`config.mk`:
```
export PLATFORM = sky130hd
export DESIGN_NAME = ac97_frame_tx
export DESIGN_NICKNAME = d
export VERILOG_FILES = /design/src/rtl/ac97_pkg.sv /design/src/rtl/ac97_frame_builder.sv /design/src/rtl/dffr.sv /design/src/rtl/ac97_frame_tx.sv
export SDC_FILE = /design/constraint.sdc
export NUM_CORES = 1
export LEC_CHECK = 0
export BUFFER_PORTS_ARGS = -buffer_cell sky130_fd_sc_hd__buf_2
export CAP_MARGIN = 20
export CORE_MARGIN = 2
export CORE_UTILIZATION = 58
export DETAILED_ROUTE_END_ITERATION = 10
export PLACE_DENSITY = 0.84
export SLEW_MARGIN = 25
export SYNTH_ARGS = -nofsm -noshare
export SYNTH_HDL_FRONTEND = slang
export SYNTH_HIERARCHICAL = 1
export SYNTH_SLANG_ARGS = --single-unit
export TNS_END_PERCENT = 1
```
`constraint.sdc`:
```
create_clock -name clk -period 8.1 [get_ports clk]
set_input_delay 0.81 -clock clk [delete_from_list [all_inputs] [get_ports clk]]
set_output_delay 0.81 -clock clk [all_outputs]
set_load 0.02 [all_outputs]
```
`src/rtl/ac97_pkg.sv`:
```
// ---------------------------------------------------------------------------
// ac97_pkg
// Shared constants and types for the AC'97 output-frame transmitter.
//   - Frame geometry: 256-bit frame = 16-bit tag + twelve 20-bit slots.
//   - Tag bit positions (within the 16-bit tag).
//   - Command FSM state encoding.
//   - pcm_slot(): left-justifies a 16-bit sample into a 20-bit slot.
// ---------------------------------------------------------------------------
package ac97_pkg;

    localparam int FRAME_BITS  = 256;
    localparam int TAG_BITS    = 16;
    localparam int SLOT_BITS   = 20;
    localparam int NUM_SLOTS   = 12;
    localparam int SAMPLE_BITS = 16;
    localparam int ADDR_BITS   = 7;
    localparam int CNT_BITS    = $clog2(FRAME_BITS);

    // SYNC covers exactly the tag: frame bits 0..15.
    localparam logic [CNT_BITS-1:0] SYNC_LEN = CNT_BITS'(TAG_BITS);

    localparam int TAG_VALID = 15;
    localparam int TAG_SLOT1 = 14;
    localparam int TAG_SLOT2 = 13;
    localparam int TAG_PCM_L = 12;
    localparam int TAG_PCM_R = 11;

    typedef enum logic [1:0] {
        CMD_IDLE    = 2'd0,
        CMD_PENDING = 2'd1,
        CMD_SENT    = 2'd2
    } cmd_state_t;

    // 16-bit PCM sits in slot bits 19:4; the low nibble is padding.
    function automatic logic [SLOT_BITS-1:0] pcm_slot(input logic [SAMPLE_BITS-1:0] s);
        return {s, 4'b0000};
    endfunction

endpackage

```
`src/rtl/ac97_frame_builder.sv`:
```
// ---------------------------------------------------------------------------
// ac97_frame_builder
// Combinational assembly of one 256-bit AC'97 output frame.
//   STEREO        : 0 = left sample in slots 3 and 4, 1 = right sample in slot 4
//   i_cmd_pending : a register write rides in this frame (slots 1/2 + tag bits)
//   i_cmd_addr    : codec register address [6:0]
//   i_cmd_data    : codec register write data [15:0]
//   i_sample_l    : left/mono PCM [15:0]
//   i_sample_r    : right PCM [15:0]
//   o_frame       : frame, bit 255 is transmitted first
// ---------------------------------------------------------------------------
module ac97_frame_builder
    import ac97_pkg::*;
#(
    parameter bit STEREO = 1'b0
) (
    input  logic                   i_cmd_pending,
    input  logic [ADDR_BITS-1:0]   i_cmd_addr,
    input  logic [SAMPLE_BITS-1:0] i_cmd_data,
    input  logic [SAMPLE_BITS-1:0] i_sample_l,
    input  logic [SAMPLE_BITS-1:0] i_sample_r,
    output logic [FRAME_BITS-1:0]  o_frame
);

    logic [TAG_BITS-1:0]  w_tag;
    logic [SLOT_BITS-1:0] w_slot [1:NUM_SLOTS];

    always_comb begin
        w_tag            = '0;
        w_tag[TAG_VALID] = 1'b1;
        w_tag[TAG_SLOT1] = i_cmd_pending;
        w_tag[TAG_SLOT2] = i_cmd_pending;
        w_tag[TAG_PCM_L] = 1'b1;
        w_tag[TAG_PCM_R] = 1'b1;
    end

    // Slot 1: bit 19 = 0 selects a write; address in 18:12.
    assign w_slot[1] = i_cmd_pending ? {1'b0, i_cmd_addr, 12'h000} : '0;
    assign w_slot[2] = i_cmd_pending ? {i_cmd_data, 4'h0} : '0;
    assign w_slot[3] = pcm_slot(i_sample_l);
    assign w_slot[4] = STEREO ? pcm_slot(i_sample_r) : pcm_slot(i_sample_l);

    generate
        for (genvar gi = 5; gi <= NUM_SLOTS; gi++) begin : g_unused_slot
            assign w_slot[gi] = '0;
        end
    endgenerate

    assign o_frame[FRAME_BITS-1 -: TAG_BITS] = w_tag;

    // Slot k occupies the k-th 20-bit field below the tag.
    generate
        for (genvar gi = 1; gi <= NUM_SLOTS; gi++) begin : g_place_slot
            localparam int LP_MSB = FRAME_BITS - TAG_BITS - 1 - SLOT_BITS * (gi - 1);
            assign o_frame[LP_MSB -: SLOT_BITS] = w_slot[gi];
        end
    endgenerate

endmodule

```
`src/rtl/dffr.sv`:
```
// ---------------------------------------------------------------------------
// dffr
// Generic enabled register with asynchronous active-high reset to zero.
//   clk  : clock
//   rst  : asynchronous reset, active high
//   i_en : load enable
//   i_d  : data in  [W-1:0]
//   o_q  : data out [W-1:0]
// ---------------------------------------------------------------------------
module dffr #(
    parameter int W = 1
) (
    input  logic         clk,
    input  logic         rst,
    input  logic         i_en,
    input  logic [W-1:0] i_d,
    output logic [W-1:0] o_q
);

    logic [W-1:0] r_q;

    always_ff @(posedge clk or posedge rst) begin
        if (rst) begin
            r_q <= '0;
        end else if (i_en) begin
            r_q <= i_d;
        end
    end

    assign o_q = r_q;

endmodule

```
`src/rtl/ac97_frame_tx.sv`:
```
// ---------------------------------------------------------------------------
// ac97_frame_tx
// AC'97 SDATA_OUT transmitter. Builds a 256-bit frame at each frame start
// (bit counter 0 on a bit_tick) and shifts it out MSB-first, one bit per tick.
//   STEREO       : 0 = sample_in in slots 3 and 4, 1 = sample_in_r in slot 4
//   clk          : system clock
//   reset        : asynchronous, active high
//   bit_tick     : one-cycle enable per codec bit period
//   sample_in    : left/mono PCM [15:0]
//   sample_in_r  : right PCM [15:0]
//   sample_valid : strobe writing the sample holding registers
//   cmd_valid    : register-write request
//   cmd_addr     : codec register address [6:0]
//   cmd_data     : codec register write data [15:0]
//   cmd_ready    : command slot free (handshake on cmd_valid & cmd_ready)
//   sync         : AC'97 SYNC, high for frame bits 0..15
//   sdata_out    : AC'97 SDATA_OUT
//   new_frame    : one-cycle pulse the cycle after a frame-start tick
//   underrun     : sticky, a frame started without a fresh sample
// ---------------------------------------------------------------------------
module ac97_frame_tx
    import ac97_pkg::*;
#(
    parameter bit STEREO = 1'b0
) (
    input  logic                   clk,
    input  logic                   reset,
    input  logic                   bit_tick,
    input  logic [SAMPLE_BITS-1:0] sample_in,
    input  logic [SAMPLE_BITS-1:0] sample_in_r,
    input  logic                   sample_valid,
    input  logic                   cmd_valid,
    input  logic [ADDR_BITS-1:0]   cmd_addr,
    input  logic [SAMPLE_BITS-1:0] cmd_data,
    output logic                   cmd_ready,
    output logic                   sync,
    output logic                   sdata_out,
    output logic                   new_frame,
    output logic                   underrun
);

    logic [CNT_BITS-1:0]    r_bit_cnt;
    logic [FRAME_BITS-1:0]  r_shift;
    logic                   r_sync;
    logic                   r_sdata;
    logic                   r_new_frame;
    logic                   r_underrun;
    logic                   r_sample_seen;
    logic                   r_cmd_ready;
    cmd_state_t             r_cmd_state;
    cmd_state_t             w_cmd_state_next;

    logic [SAMPLE_BITS-1:0] r_sample_l;
    logic [SAMPLE_BITS-1:0] r_sample_r;
    logic [ADDR_BITS-1:0]   r_cmd_addr;
    logic [SAMPLE_BITS-1:0] r_cmd_data;

    logic                   w_frame_start;
    logic                   w_frame_end;
    logic                   w_cmd_accept;
    logic                   w_cmd_pending;
    logic [FRAME_BITS-1:0]  w_frame;

    assign w_frame_start = bit_tick && (r_bit_cnt == '0);
    assign w_frame_end   = bit_tick && (r_bit_cnt == '1);
    assign w_cmd_accept  = cmd_valid && r_cmd_ready;
    assign w_cmd_pending = (r_cmd_state == CMD_PENDING);

    // Holding registers. A sample_valid coincident with frame start lands
    // here after the shift register has already loaded the old value.
    dffr #(.W(SAMPLE_BITS)) u_sample_l (
        .clk  (clk),
        .rst  (reset),
        .i_en (sample_valid),
        .i_d  (sample_in),
        .o_q  (r_sample_l)
    );

    dffr #(.W(SAMPLE_BITS)) u_sample_r (
        .clk  (clk),
        .rst  (reset),
        .i_en (sample_valid),
        .i_d  (sample_in_r),
        .o_q  (r_sample_r)
    );

    dffr #(.W(ADDR_BITS)) u_cmd_addr (
        .clk  (clk),
        .rst  (reset),
        .i_en (w_cmd_accept),
        .i_d  (cmd_addr),
        .o_q  (r_cmd_addr)
    );

    dffr #(.W(SAMPLE_BITS)) u_cmd_data (
        .clk  (clk),
        .rst  (reset),
        .i_en (w_cmd_accept),
        .i_d  (cmd_data),
        .o_q  (r_cmd_data)
    );

    ac97_frame_builder #(
        .STEREO (STEREO)
    ) u_builder (
        .i_cmd_pending (w_cmd_pending),
        .i_cmd_addr    (r_cmd_addr),
        .i_cmd_data    (r_cmd_data),
        .i_sample_l    (r_sample_l),
        .i_sample_r    (r_sample_r),
        .o_frame       (w_frame)
    );

    // Bit counter wraps 255 -> 0 by natural overflow.
    always_ff @(posedge clk or posedge reset) begin
        if (reset) begin
            r_bit_cnt <= '0;
        end else if (bit_tick) begin
            r_bit_cnt <= r_bit_cnt + 1'b1;
        end
    end

    // Serializer. At frame start bit 255 goes straight to the output and the
    // remaining 255 bits are kept pre-shifted, so every later tick just takes
    // the MSB of r_shift.
    always_ff @(posedge clk or posedge reset) begin
        if (reset) begin
            r_shift     <= '0;
            r_sdata     <= 1'b0;
            r_sync      <= 1'b0;
            r_new_frame <= 1'b0;
        end else begin
            r_new_frame <= w_frame_start;
            if (bit_tick) begin
                r_sync <= (r_bit_cnt < SYNC_LEN);
                if (w_frame_start) begin
                    r_sdata <= w_frame[FRAME_BITS-1];
                    r_shift <= {w_frame[FRAME_BITS-2:0], 1'b0};
                end else begin
                    r_sdata <= r_shift[FRAME_BITS-1];
                    r_shift <= {r_shift[FRAME_BITS-2:0], 1'b0};
                end
            end
        end
    end

    // r_sample_seen tracks "a sample arrived since the last frame start".
    // A strobe in the frame-start cycle counts toward the following frame.
    always_ff @(posedge clk or posedge reset) begin
        if (reset) begin
            r_underrun    <= 1'b0;
            r_sample_seen <= 1'b0;
        end else if (w_frame_start) begin
            if (!r_sample_seen) begin
                r_underrun <= 1'b1;
            end
            r_sample_seen <= sample_valid;
        end else if (sample_valid) begin
            r_sample_seen <= 1'b1;
        end
    end

    // Command FSM: state register.
    always_ff @(posedge clk or posedge reset) begin
        if (reset) begin
            r_cmd_state <= CMD_IDLE;
            r_cmd_ready <= 1'b1;
        end else begin
            r_cmd_state <= w_cmd_state_next;
            r_cmd_ready <= (w_cmd_state_next == CMD_IDLE);
        end
    end

    // Command FSM: next state. A command accepted in a frame-start cycle
    // waits for the following frame, since that frame's load already happened.
    always_comb begin
        w_cmd_state_next = r_cmd_state;
        case (r_cmd_state)
            CMD_IDLE: begin
                if (w_cmd_accept) begin
                    w_cmd_state_next = CMD_PENDING;
                end
            end
            CMD_PENDING: begin
                if (w_frame_start) begin
                    w_cmd_state_next = CMD_SENT;
                end
            end
            CMD_SENT: begin
                if (w_frame_end) begin
                    w_cmd_state_next = CMD_IDLE;
                end
            end
            default: begin
                w_cmd_state_next = CMD_IDLE;
            end
        endcase
    end

    assign cmd_ready = r_cmd_ready;
    assign sync      = r_sync;
    assign sdata_out = r_sdata;
    assign new_frame = r_new_frame;
    assign underrun  = r_underrun;

endmodule
```
==> reports/metrics.yaml <==
cts_resized: 0
worstRegToRegCells: 6
grt_pass1_wl_mm: 57.0
crit_fanout: 95
crit_slowest_cell: "buf_4"
vias: 12100
synth_area_um2: 16400
maxCapViolations: 0
clock_skew_ns: 0.0328
critPathMaxStageDelay_ns: 0.88
pwr-share-clk_pct: 27.6
rsz0062_at_grt: "no"
clk_latency_ns: 0.58
r2r-start: "r_bit_cnt[0]$_DFFE_PP0P_"
seqPwrFrac_pct: 42.8
antenna_found_initial: 0
ant_nets: 0
crit_path_end_kind: "flip-flop"
postCtsSetupRepairBufs: 0
final_nets: 1729
holdBufCountCts: 0
layout_commonest_cell: "dfrtp_1"
place.gp.congestion: 0.770
hp-class: "input pin to async pin"
start_kind: "flip-flop"
cts_tree: "built"
clock.fmax_ghz: 0.318
layout_common_cells: "309 x dfrtp_1, 219 x nand3_1, 199 x conb_1"
setup_tns_ns: 0
ys_warn_count: 6
status: "finished, final reports clean"
cts_sinks: 310
die_h_um: 172
p_per_area_nw_per_um2: 335
use_met2_pct: 37.9
syn_avg_cell_area_um2: 9.27
ctsLongestPathBuffers: 3
top_usage_layer: "met2"
max_slew_margin_pct: 32.0
p_leak_nw: 6.86
cts_buffers: 31
clkSlewWorstSetupHoldPaths_ns: 0.07
crit_buf_inv: 2
netSwitchingFraction_pct: 36.4
htree_levels: 1
p_comb_share_pct: 29.6
setup_viol_count_final: 0
placementRows: 61
maxSlewViolCount: 0
grtUsageMet3_pct: 2.75
p_switching_w: 0.00204
crit_arrival_ns: 3.62
grt_pass1_vias: 11700
grt_util_met1_pct: 32.0
vias_per_cell: 5.82
numPortBuffers: 48
drt-pass1-iter-count: 5
path_cells: "inv_1 -> ha_1 -> or4b_4 -> buf_4 -> o21ai_1 -> a31oi_1"
finalCriticalPeriod_ns: 3.14
drc: 0
r2r_slack_ns: 4.96
drt_iter0_drc: 1246
antenna_cells: 0
initial_core_util_pct: 58.9
dp_hpwl_mm: 17.5
layout_setup_ws_ns: 4.96
grt_max_degree: 183
worstPathRequired_ns: 8.57
die_x_um: 172
top_level_ports: 65
syn_inst: 1770
critPathKind: "flip-flop to flip-flop"
grt_overflow: 0
finalHoldViolCount: 0
area_delta_synth_final_pct: 1.76
finalCritPeriodShare_pct: 38.8
grt_use_total_pct: 23.1
core_area_um2: 27900
wl_per_cell_um: 16.3
tightestPinTransition_ns: 1.02
r2r_end: "r_shift[135]$_DFFE_PP0P_"
cts_root_buf: "clkbuf_16"
totalWireLength_mm: 33.8
final_layout_size_suffix_gt1_share_pct: 11.1
cp_top_family: "buffers and inverters"
die_area_um2: 29700
peakVddDrop_mv: 0.218
post-place-ws_ns: 4.68
intPower_w: 0.00356
state kept, by name, summed over array words and instances (netlist names), 2 cells and up:
signal,count
r_shift,255
u_cmd_data/o_q,16
u_sample_l/o_q,16
r_bit_cnt,8
u_cmd_addr/o_q,7
r_cmd_state,2
power groups by stage:
| stage | Clock (W) | Sequential [W] | Combinational [W] |
|---|---|---|---|
| floorplan | 0 | 0.00233 | 0.00141 |
| global placement | 0 | 0.00238 | 0.00157 |
| detailed placement | 0 | 0.00241 | 0.00163 |
| CTS | 0.00157 | 0.00239 | 0.00164 |
| global route | 0.00163 | 0.00246 | 0.00183 |
| finish | 0.00155 | 0.00240 | 0.00166 |
final cells by class:
cell class / instances / area [µm²]
Clock buffer: 47 / 946
Clock inverter: 11 / 168
Fill cell: 2236 / 11200
Inverter: 46 / 176
Multi-Input combinational cell: 1210 / 6720
Sequential cell: 310 / 7760
Tap cell: 378 / 473
Timing Repair Buffer: 68 / 462
per-stage QoR:
stage,power [W],cell area [µm²],utilization [%],instances,hold WS [ns]
after floorplan,0.00374,17200,-,1967,0.431
after CTS,0.00560,16700,59.9,2069,0.192
after global placement,0.00395,15600,55.8,2011,0.446
after detailed placement,0.00403,15600,55.9,2011,0.461
after global routing,0.00592,16700,60.0,2070,0.209
final,0.00560,16700,60.0,2070,0.203
per-layer routing:
metal | routed length, µm | vias up
li1 | - | 5667
met1 | 14800 | 5955
met2 | 16500 | 356
met3 | 1600 | 76
met4 | 889 | 0
met5 | 0 | -
how the worst max path moves through the flow:
stage                                         from                  endpoint  slack [ns]  depth (start not counted)
after floorplan                              reset       new_frame$_DFF_PP0_        3.71                          1
after global placement                    bit_tick  r_shift[183]$_DFFE_PP0P_        4.52                          6
after detailed placement                  bit_tick  r_shift[188]$_DFFE_PP0P_        4.68                          6
after CTS                 r_bit_cnt[0]$_DFFE_PP0P_  r_shift[183]$_DFFE_PP0P_        5.01                          6
after global routing      r_bit_cnt[0]$_DFFE_PP0P_  r_shift[183]$_DFFE_PP0P_        4.79                          6
final                     r_bit_cnt[0]$_DFFE_PP0P_  r_shift[135]$_DFFE_PP0P_        4.96                          6
worst reg2reg max path, stage by stage (launching register included):
cell,delay [ns]
dfrtp_1,0.42
inv_1,0.06
ha_1,0.23
or4b_4,0.87
buf_4,0.94
o21ai_1,0.31
a31oi_1,0.23
No activity file was read; power rests on OpenSTA's default activity.
